File: src/rtl/fpu_result_queue.sv
// rtl/fpu_result_queue.sv - FWFT result buffer behind the FPU core with sticky flags and overflow
// Define FPU_RESQ_IRQ_EN to build the occupancy/exception interrupt state machine; otherwise irq is 0.
module fpu_result_queue #(
  parameter int DEPTH      = 4,
  parameter int IRQ_THRESH = 2
) (
  input  logic                       clk,
  input  logic                       rst_l,
  input  logic                       res_valid,
  input  logic [31:0]                res_data,
  input  logic [4:0]                 res_exc,
  input  logic [3:0]                 res_tag,
  input  logic                       pop,
  input  logic                       clr_flags,
  output logic [31:0]                rd_data,
  output logic [4:0]                 rd_exc,
  output logic [3:0]                 rd_tag,
  output logic                       empty,
  output logic                       full,
  output logic [$clog2(DEPTH):0]     count,
  output logic [4:0]                 fflags,
  output logic                       overflow,
  output logic                       irq
);

  localparam int AW = $clog2(DEPTH);
  localparam int CW = AW + 1;

  if (DEPTH < 2 || (DEPTH & (DEPTH - 1)) != 0 || IRQ_THRESH < 1 || IRQ_THRESH > DEPTH) begin : g_bad_param
    $error("fpu_result_queue: illegal DEPTH/IRQ_THRESH");
  end

  logic [AW-1:0] wr_ptr_q, wr_ptr_d;
  logic [AW-1:0] rd_ptr_q, rd_ptr_d;
  logic [CW-1:0] count_q, count_d;
  logic [4:0]    fflags_q, fflags_d;
  logic          overflow_q, overflow_d;
  logic [40:0]   mem_q [DEPTH];
  logic [40:0]   head;
  logic          push_en, pop_en, drop;

  assign empty = (count_q == '0);
  assign full  = (count_q == CW'(DEPTH));

  // A pop on a full queue frees the slot the concurrent push lands in.
  always_comb begin
    push_en    = res_valid && (!full || pop);
    pop_en     = pop && !empty;
    drop       = res_valid && full && !pop;
    wr_ptr_d   = wr_ptr_q;
    rd_ptr_d   = rd_ptr_q;
    count_d    = count_q;
    fflags_d   = fflags_q;
    overflow_d = overflow_q;
    if (push_en) wr_ptr_d = wr_ptr_q + AW'(1);
    if (pop_en)  rd_ptr_d = rd_ptr_q + AW'(1);
    if (push_en && !pop_en)      count_d = count_q + CW'(1);
    else if (pop_en && !push_en) count_d = count_q - CW'(1);
    // Events in the clearing cycle survive the clear.
    if (clr_flags) begin
      fflags_d   = res_valid ? res_exc : 5'b0;
      overflow_d = drop;
    end else begin
      fflags_d   = fflags_q | (res_valid ? res_exc : 5'b0);
      overflow_d = overflow_q | drop;
    end
  end

  always_ff @(posedge clk or negedge rst_l) begin
    if (!rst_l) begin
      wr_ptr_q   <= '0;
      rd_ptr_q   <= '0;
      count_q    <= '0;
      fflags_q   <= '0;
      overflow_q <= 1'b0;
    end else begin
      wr_ptr_q   <= wr_ptr_d;
      rd_ptr_q   <= rd_ptr_d;
      count_q    <= count_d;
      fflags_q   <= fflags_d;
      overflow_q <= overflow_d;
    end
  end

  always_ff @(posedge clk) begin
    if (push_en) mem_q[wr_ptr_q] <= {res_data, res_exc, res_tag};
  end

  assign head     = mem_q[rd_ptr_q];
  assign rd_data  = empty ? 32'b0 : head[40:9];
  assign rd_exc   = empty ? 5'b0  : head[8:4];
  assign rd_tag   = empty ? 4'b0  : head[3:0];
  assign count    = count_q;
  assign fflags   = fflags_q;
  assign overflow = overflow_q;

`ifdef FPU_RESQ_IRQ_EN
  localparam logic [CW-1:0] THRESH = CW'(IRQ_THRESH);

  typedef enum logic {IRQ_IDLE = 1'b0, IRQ_PEND = 1'b1} irq_state_e;
  irq_state_e state_q, state_d;

  // NV/DZ results interrupt immediately regardless of occupancy.
  always_comb begin
    state_d = state_q;
    case (state_q)
      IRQ_IDLE: if (count_d >= THRESH || (push_en && (res_exc[4] || res_exc[3]))) state_d = IRQ_PEND;
      IRQ_PEND: if (count_d == '0) state_d = IRQ_IDLE;
      default:  state_d = IRQ_IDLE;
    endcase
  end

  always_ff @(posedge clk or negedge rst_l) begin
    if (!rst_l) state_q <= IRQ_IDLE;
    else        state_q <= state_d;
  end

  assign irq = (state_q == IRQ_PEND);
`else
  assign irq = 1'b0;
`endif

endmodule

File: config.mk
export PLATFORM = sky130hd
export DESIGN_NAME = fpu_result_queue
export DESIGN_NICKNAME = d
export VERILOG_FILES = /design/src/rtl/fpu_result_queue.sv
export SDC_FILE = /design/constraint.sdc
export NUM_CORES = 1
export LEC_CHECK = 0
export ABC_AREA = 1
export CORE_MARGIN = 2
export CORE_UTILIZATION = 55
export DETAILED_ROUTE_END_ITERATION = 7
export PLACE_DENSITY = 0.84
export SLEW_MARGIN = 5
export SYNTH_ARGS = -nofsm -noshare
export SYNTH_HDL_FRONTEND = slang
export SYNTH_SLANG_ARGS = --single-unit
File: constraint.sdc
create_clock -name clk -period 5.89 [get_ports clk]
set_clock_uncertainty 0.15 [all_clocks]
set_input_delay 1.178 -clock clk [delete_from_list [all_inputs] [get_ports clk]]
set_output_delay 1.178 -clock clk [all_outputs]
set_load 0.03 [all_outputs]
==> results by group, run 1 <==
Critical path
  – Critical path launch point type: flop
  – FF-to-FF path depth: 5
  – Reg2Reg Setup Slack: 3.20 ns
  – R2r endpoint: mem_q[3][25]
  – Crit path capture: rd_data[14]
  – CP max FO: 56
  – Start point of the critical path: rd_ptr_q[0]
  – Arrival @ worst endpoint: 3.30 ns
  – Required time of the critical path: 4.56 ns
  – Worst r2r src: count[0]
  – Setup crit end kind: output port
  – Crit Path Class: reg -> out

Detailed routing
  – Routed via count: 5,199
  – Wire per inst: 15.5 um
  – 1st-pass router iterations: 5
  – Antenna viol nets, final: 0
  – 1st-iter DRT viols: 466
  – Vias/cell: 5.12
  – Drt drc: 0
  – Post-Route WL: 15.7 mm

Placed design
  – GP Congestion: 0.787
  – Port bufs: 97
  – Dpl cells: 984
  – Dpl hpwl: 9.71 mm

Power and ir drop
  – Sw Share: 39.8%
  – Clock power share: 21.2%
  – Pleak: 4.03 nW
  – Comb pwr share: 44.2%
  – Peak VDD IR: 0.319 mV
  – Int Power: 0.00301 W
  – Pwr Density: 537 nW/um^2
  – Reg power frac: 34.6%
  – Sw power: 0.00199 W

Timing
  – Max-slew violations: 0
  – # setup viols final: 0
  – Worst Max-Slew Pin Slew: 1.04 ns
  – Max_slew headroom: 30.8%
  – Peak Freq: 216 MHz
  – Hold Fails Final Rpt: 0
  – Period utilization: 78.6%
  – Final min period: 4.63 ns
  – Post-route setup TNS: 0 ns
  – RSZ-0062 raised after global routing: false

Synth
  – Yosys warns: 0
  – Sequential fraction of the synthesis area: 68.7%
  – Syn avg cell area: 10.4 sq um
  – Cells after Synth: 733
  – Cell variety after synth: 22
  – Syn Nets: 785
  – Register bit total from synthesis: 177
  – Mapped cell area: 7640 sq um

Global routing
  – Vias in the first global route: 5,153
  – First-pass GRT wire length: 25.1 mm
  – Pin count of the biggest net entering global routing: 57
  – Initial antenna violation count: 0
  – Total Routing Usage GR: 22.4%
  – Aggregate global routing overflow: 0

Hold path
  – Hold Crit Class: reg -> reg

CTS
  – Clk Latency, worst-skew pair: 0.43 ns
  – Setup Fix Bufs, Post-CTS: 0
  – Post-CTS sizing: 0
  – Number of CTS-inserted buffers: 17
  – Clock transition at the registers of the reported paths: 0.06 ns
  – Sink Count: 177
  – Max Buffers Root-to-Sink: 2
  – CTS tree: done
  – Hold Buf Count CTS: 0
  – Root buffer cell: clkbuf_16
  – H-tree depth: 4

Floorplan
  – Die ar.: 14,800 sq um
  – Core Region: 13,700 sq um
  – Starting Density: 55.7%
  – Die X: 122 um
  – Chip height: 122 um
  – Ports: 99
  – Row count: 43

Layout
  – Share of layout cells above drive strength 1: 4.78%
  – Layout area overhead: 21.7%
  – Nets: 875
  – Final non-filler cell total: 1,016
  – ANT cells: 0
  – Most common cell after layout, fill and taps aside: nand2_1
  – Fill cell count: 964
  – Most frequent cells in the layout: nand2_1 (186), inv_1 (183), edfxtp_1 (164)

Outcome
  – Status: complete, no violations

Run
  – Max cap viols: 0
worst min path at each step:
stage                        to        start  cells after the start
floorplan           wr_ptr_q[1]  wr_ptr_q[1]                      2
global placement      fflags[2]    fflags[2]                      2
detailed placement     count[2]     count[2]                      2
CTS                    count[2]     count[2]                      2
global route        wr_ptr_q[1]  wr_ptr_q[1]                      2
finish                fflags[3]    fflags[3]                      2
state kept, by name, indices dropped and copies added (netlist names):
signal	flops
fflags	5
wr_ptr_q	2
overflow	1
mem_q	164
count	3
rd_ptr_q	2
cell usage after synthesis:
cell type | number | area share, %
a21oi_1 | 41 | 2.7
buf_1 | 1 | 0.049
buf_2 | 16 | 1.0
buf_4 | 8 | 0.79
buf_6 | 1 | 0.15
clkbuf_1 | 7 | 0.34
conb_1 | 1 | 0.049
dfrtp_1 | 13 | 4.3
edfxtp_1 | 164 | 64
fa_1 | 1 | 0.26
ha_1 | 5 | 0.82
inv_1 | 183 | 9.0
inv_2 | 3 | 0.15
nand2_1 | 186 | 9.1
nand3_1 | 87 | 5.7
nand4_1 | 1 | 0.082
nor2_1 | 5 | 0.25
nor3_1 | 1 | 0.065
o21ai_0 | 5 | 0.33
o21ai_1 | 1 | 0.065
o22ai_1 | 1 | 0.082
xnor2_1 | 2 | 0.23
final cells by class:
cell class | count | area (sq um) | area share (%)
repair buffers | 104 | 1020 | 11.0
inverters | 186 | 698 | 7.51
flip-flops and latches | 177 | 5250 | 56.5
well taps | 180 | 225 | 2.42
clock inverters | 11 | 115 | 1.24
clock buffers | 21 | 440 | 4.74
multi-input cells | 337 | 1540 | 16.6
logic make-up after synthesis:
family	synth area share, %
other	0.0491
XOR/XNOR	0.229
buffers and inverters	11.5
AND/OR/NAND/NOR	15.2
AO/OA/AOI/OAI	3.16
adder cells (fa/ha/maj)	1.08
flip-flops	68.7
power by group through the flow:
stage	combinational [W]	clock [W]	sequential, W
3_5_place_dp	0.00220	0	0.00175
2_1_floorplan	0.00142	0	0.00174
4_1_cts	0.00222	0.00108	0.00173
3_3_place_gp	0.00216	0	0.00174
5_1_grt	0.00238	0.00112	0.00175
6_report	0.00220	0.00106	0.00173
per-layer routing:
| layer | share of wire [%] | up-vias | GRT usage (%) |
|---|---|---|---|
| met4 | 1.7 | 0 | 9.20 |
| met3 | 7.1 | 27 | 5.99 |
| met2 | 51 | 213 | 37.0 |
| met1 | 40 | 2467 | 28.3 |
| li1 | - | 2492 | - |
| met5 | 0 | - | 0 |
critical path, cell delays in order (launching register included):
cell and delay [ns]:
dfrtp_2 0.82, inv_2 0.40, buf_4 0.44, nand2_1 0.14
nand3_1 0.08, a21oi_1 0.25, clkdlybuf4s50_1 0.72
per-stage QoR:
stage	hold slack (ns)	total power, W	utilization [%]	instance area (sq um)	setup WS (ns)
detailed placement	0.356	0.00395	63.7	8740	1.70
global placement	0.363	0.00391	63.7	8740	1.81
global route	0.415	0.00525	67.7	9290	1.05
finish	0.378	0.00499	67.7	9290	1.26
CTS	0.383	0.00502	67.7	9290	1.27
floorplan	0.342	0.00316	-	7640	1.95
No activity file was read; power rests on OpenSTA's default activity.
==> run 2: changes to the inputs <==
- clock period: 5.89 -> 4.4 ns (I/O delays scaled with it)
==> results by group, run 2 (synthesis results as in run 1) <==
Detailed routing
  – Wire per inst: 14.8 um
  – Post-Route WL: 15.1 mm
  – Drt drc: 0
  – 1st-iter DRT viols: 435
  – Vias/cell: 5.00
  – Routed via count: 5,091
  – Antenna viol nets, final: 0
  – 1st-pass router iterations: 5

Power and ir drop
  – Peak VDD IR: 0.504 mV
  – Pleak: 4.06 nW
  – Pwr Density: 716 nW/um^2
  – Tot Pwr: 0.00670 W

Timing
  – Max_slew headroom: 37.9%
  – Final min period: 3.79 ns
  – Peak Freq: 264 MHz
  – # setup viols final: 0
  – Period utilization: 86.1%
  – Post-route setup TNS: 0 ns
  – Max-slew violations: 0
  – Hold Fails Final Rpt: 0
  – RSZ-0062 raised after global routing: false
  – Worst Max-Slew Pin Slew: 0.930 ns

Layout
  – Fin area: 9360 sq um
  – Nets: 878
  – Most flop-heavy register: mem_q
  – Most frequent cells in the layout: nand2_1 (186), inv_1 (183), edfxtp_1 (164)
  – Layout area overhead: 22.5%
  – Most common cell after layout, fill and taps aside: nand2_1
  – Number of flip-flops in the largest register: 164
  – Share of layout cells above drive strength 1: 5.72%
  – ANT cells: 0

Outcome
  – Status: complete, no violations

Global routing
  – Aggregate global routing overflow: 0
  – First-pass GRT wire length: 23.9 mm
  – Initial antenna violation count: 0
  – Total Routing Usage GR: 21.4%
  – Vias in the first global route: 4,983
  – Pin count of the biggest net entering global routing: 85

Critical path
  – Arrival @ worst endpoint: 2.76 ns
  – Crit-path cells: inv_2, buf_4, nand2_1, nand3_1, a21oi_1, clkdlybuf4s50_1
  – Crit-path slowest cell: inv_2
  – Worst r2r src: count[1]
  – Crit Path Class: reg -> out
  – Critical path's largest stage delay: 0.67 ns
  – CP max FO: 55
  – FF-to-FF path depth: 9
  – Reg2Reg Setup Slack: 2.06 ns
  – Setup crit end kind: output port
  – Critical path launch point type: flop
  – R2r endpoint: count[1]
  – Required time of the critical path: 3.37 ns

Floorplan
  – Die X: 122 um
  – Starting Density: 55.7%
  – Core Region: 13,700 sq um
  – Die ar.: 14,800 sq um
  – Ports: 99
  – Chip height: 122 um
  – Row count: 43

CTS
  – Setup Fix Bufs, Post-CTS: 0
  – Number of CTS-inserted buffers: 17
  – Clk Latency, worst-skew pair: 0.42 ns
  – Root buffer cell: clkbuf_16
  – CTS tree: done
  – Sink Count: 177
  – Post-CTS sizing: 0
  – Max Buffers Root-to-Sink: 2
  – Hold Buf Count CTS: 0
  – H-tree depth: 4
  – Clock transition at the registers of the reported paths: 0.07 ns

Placed design
  – Area of placed instances: 8790 sq um
  – GP Congestion: 0.790
  – Port bufs: 97
  – Dpl hpwl: 8.70 mm

Hold path
  – Hold EP: fflags[0]
  – Hold Path Stages: 2
  – Hold Crit Class: reg -> reg
  – Worst hold start: fflags[0]

Run
  – Max cap viols: 0
==> run 2: changes by cell type in the layout (fill, tap and decap cells not counted), sizes merged <==
cell and change:
buf +3, inv +1, clkinvlp +1, clkbuf -2
==> run 2: worst max-delay path by stage <==
stage                      startpoint     endpoint  cells after the start
after floorplan             res_valid  mem_q[0][0]                      3
after global placement    rd_ptr_q[0]   rd_data[1]                      6
after detailed placement  rd_ptr_q[0]    rd_tag[0]                      6
after CTS                 rd_ptr_q[0]  rd_data[10]                      6
after global routing      rd_ptr_q[0]  rd_data[10]                      6
final                     rd_ptr_q[0]  rd_data[10]                      6
==> run 2: through the flow <==
step / hold slack, ns / utilization, % / cells / setup slack (ns)
6_report: 0.382 / 68.2 / 1019 / 0.612
5_1_grt: 0.408 / 68.2 / 1019 / 0.446
4_1_cts: 0.383 / 68.2 / 1019 / 0.595
3_5_place_dp: 0.371 / 64.0 / 987 / 1.06
3_3_place_gp: 0.365 / 64.0 / 987 / 1.11
2_1_floorplan: 0.342 / - / 733 / 0.762
==> run 2: power breakdown <==
| group | total (W) | switching [W] | internal, W |
|---|---|---|---|
| sequential | 0.00226 | 0.0000893 | 0.00217 |
| clock | 0.00143 | 0.000596 | 0.000835 |
| combinational | 0.00301 | 0.00196 | 0.00105 |
==> run 2: per-layer routing <==
metal	GRT usage, %	vias up	routed length (um)
li1	-	2492	-
met1	27.1	2399	6110
met2	36.4	189	7760
met3	5.90	11	1070
met4	6.39	0	114
met5	0	-	0
==> run 2: critical path, delay by kind of cell, from the launching register on <==
family                 cells  cell delay, ns
buffers and inverters      3            1.66
flip-flops                 1            0.41
AO/OA/AOI/OAI              1            0.08
AND/OR/NAND/NOR            2            0.17
==> run 2: cell type report <==
| cell class | count | area [sq um] |
|---|---|---|
| Tap cell | 180 | 225 |
| Fill cell | 913 | 4360 |
| Inverter | 186 | 698 |
| Clock buffer | 19 | 433 |
| Multi-Input combinational cell | 337 | 1540 |
| Timing Repair Buffer | 107 | 1070 |
| Sequential cell | 177 | 5250 |
| Clock inverter | 13 | 139 |
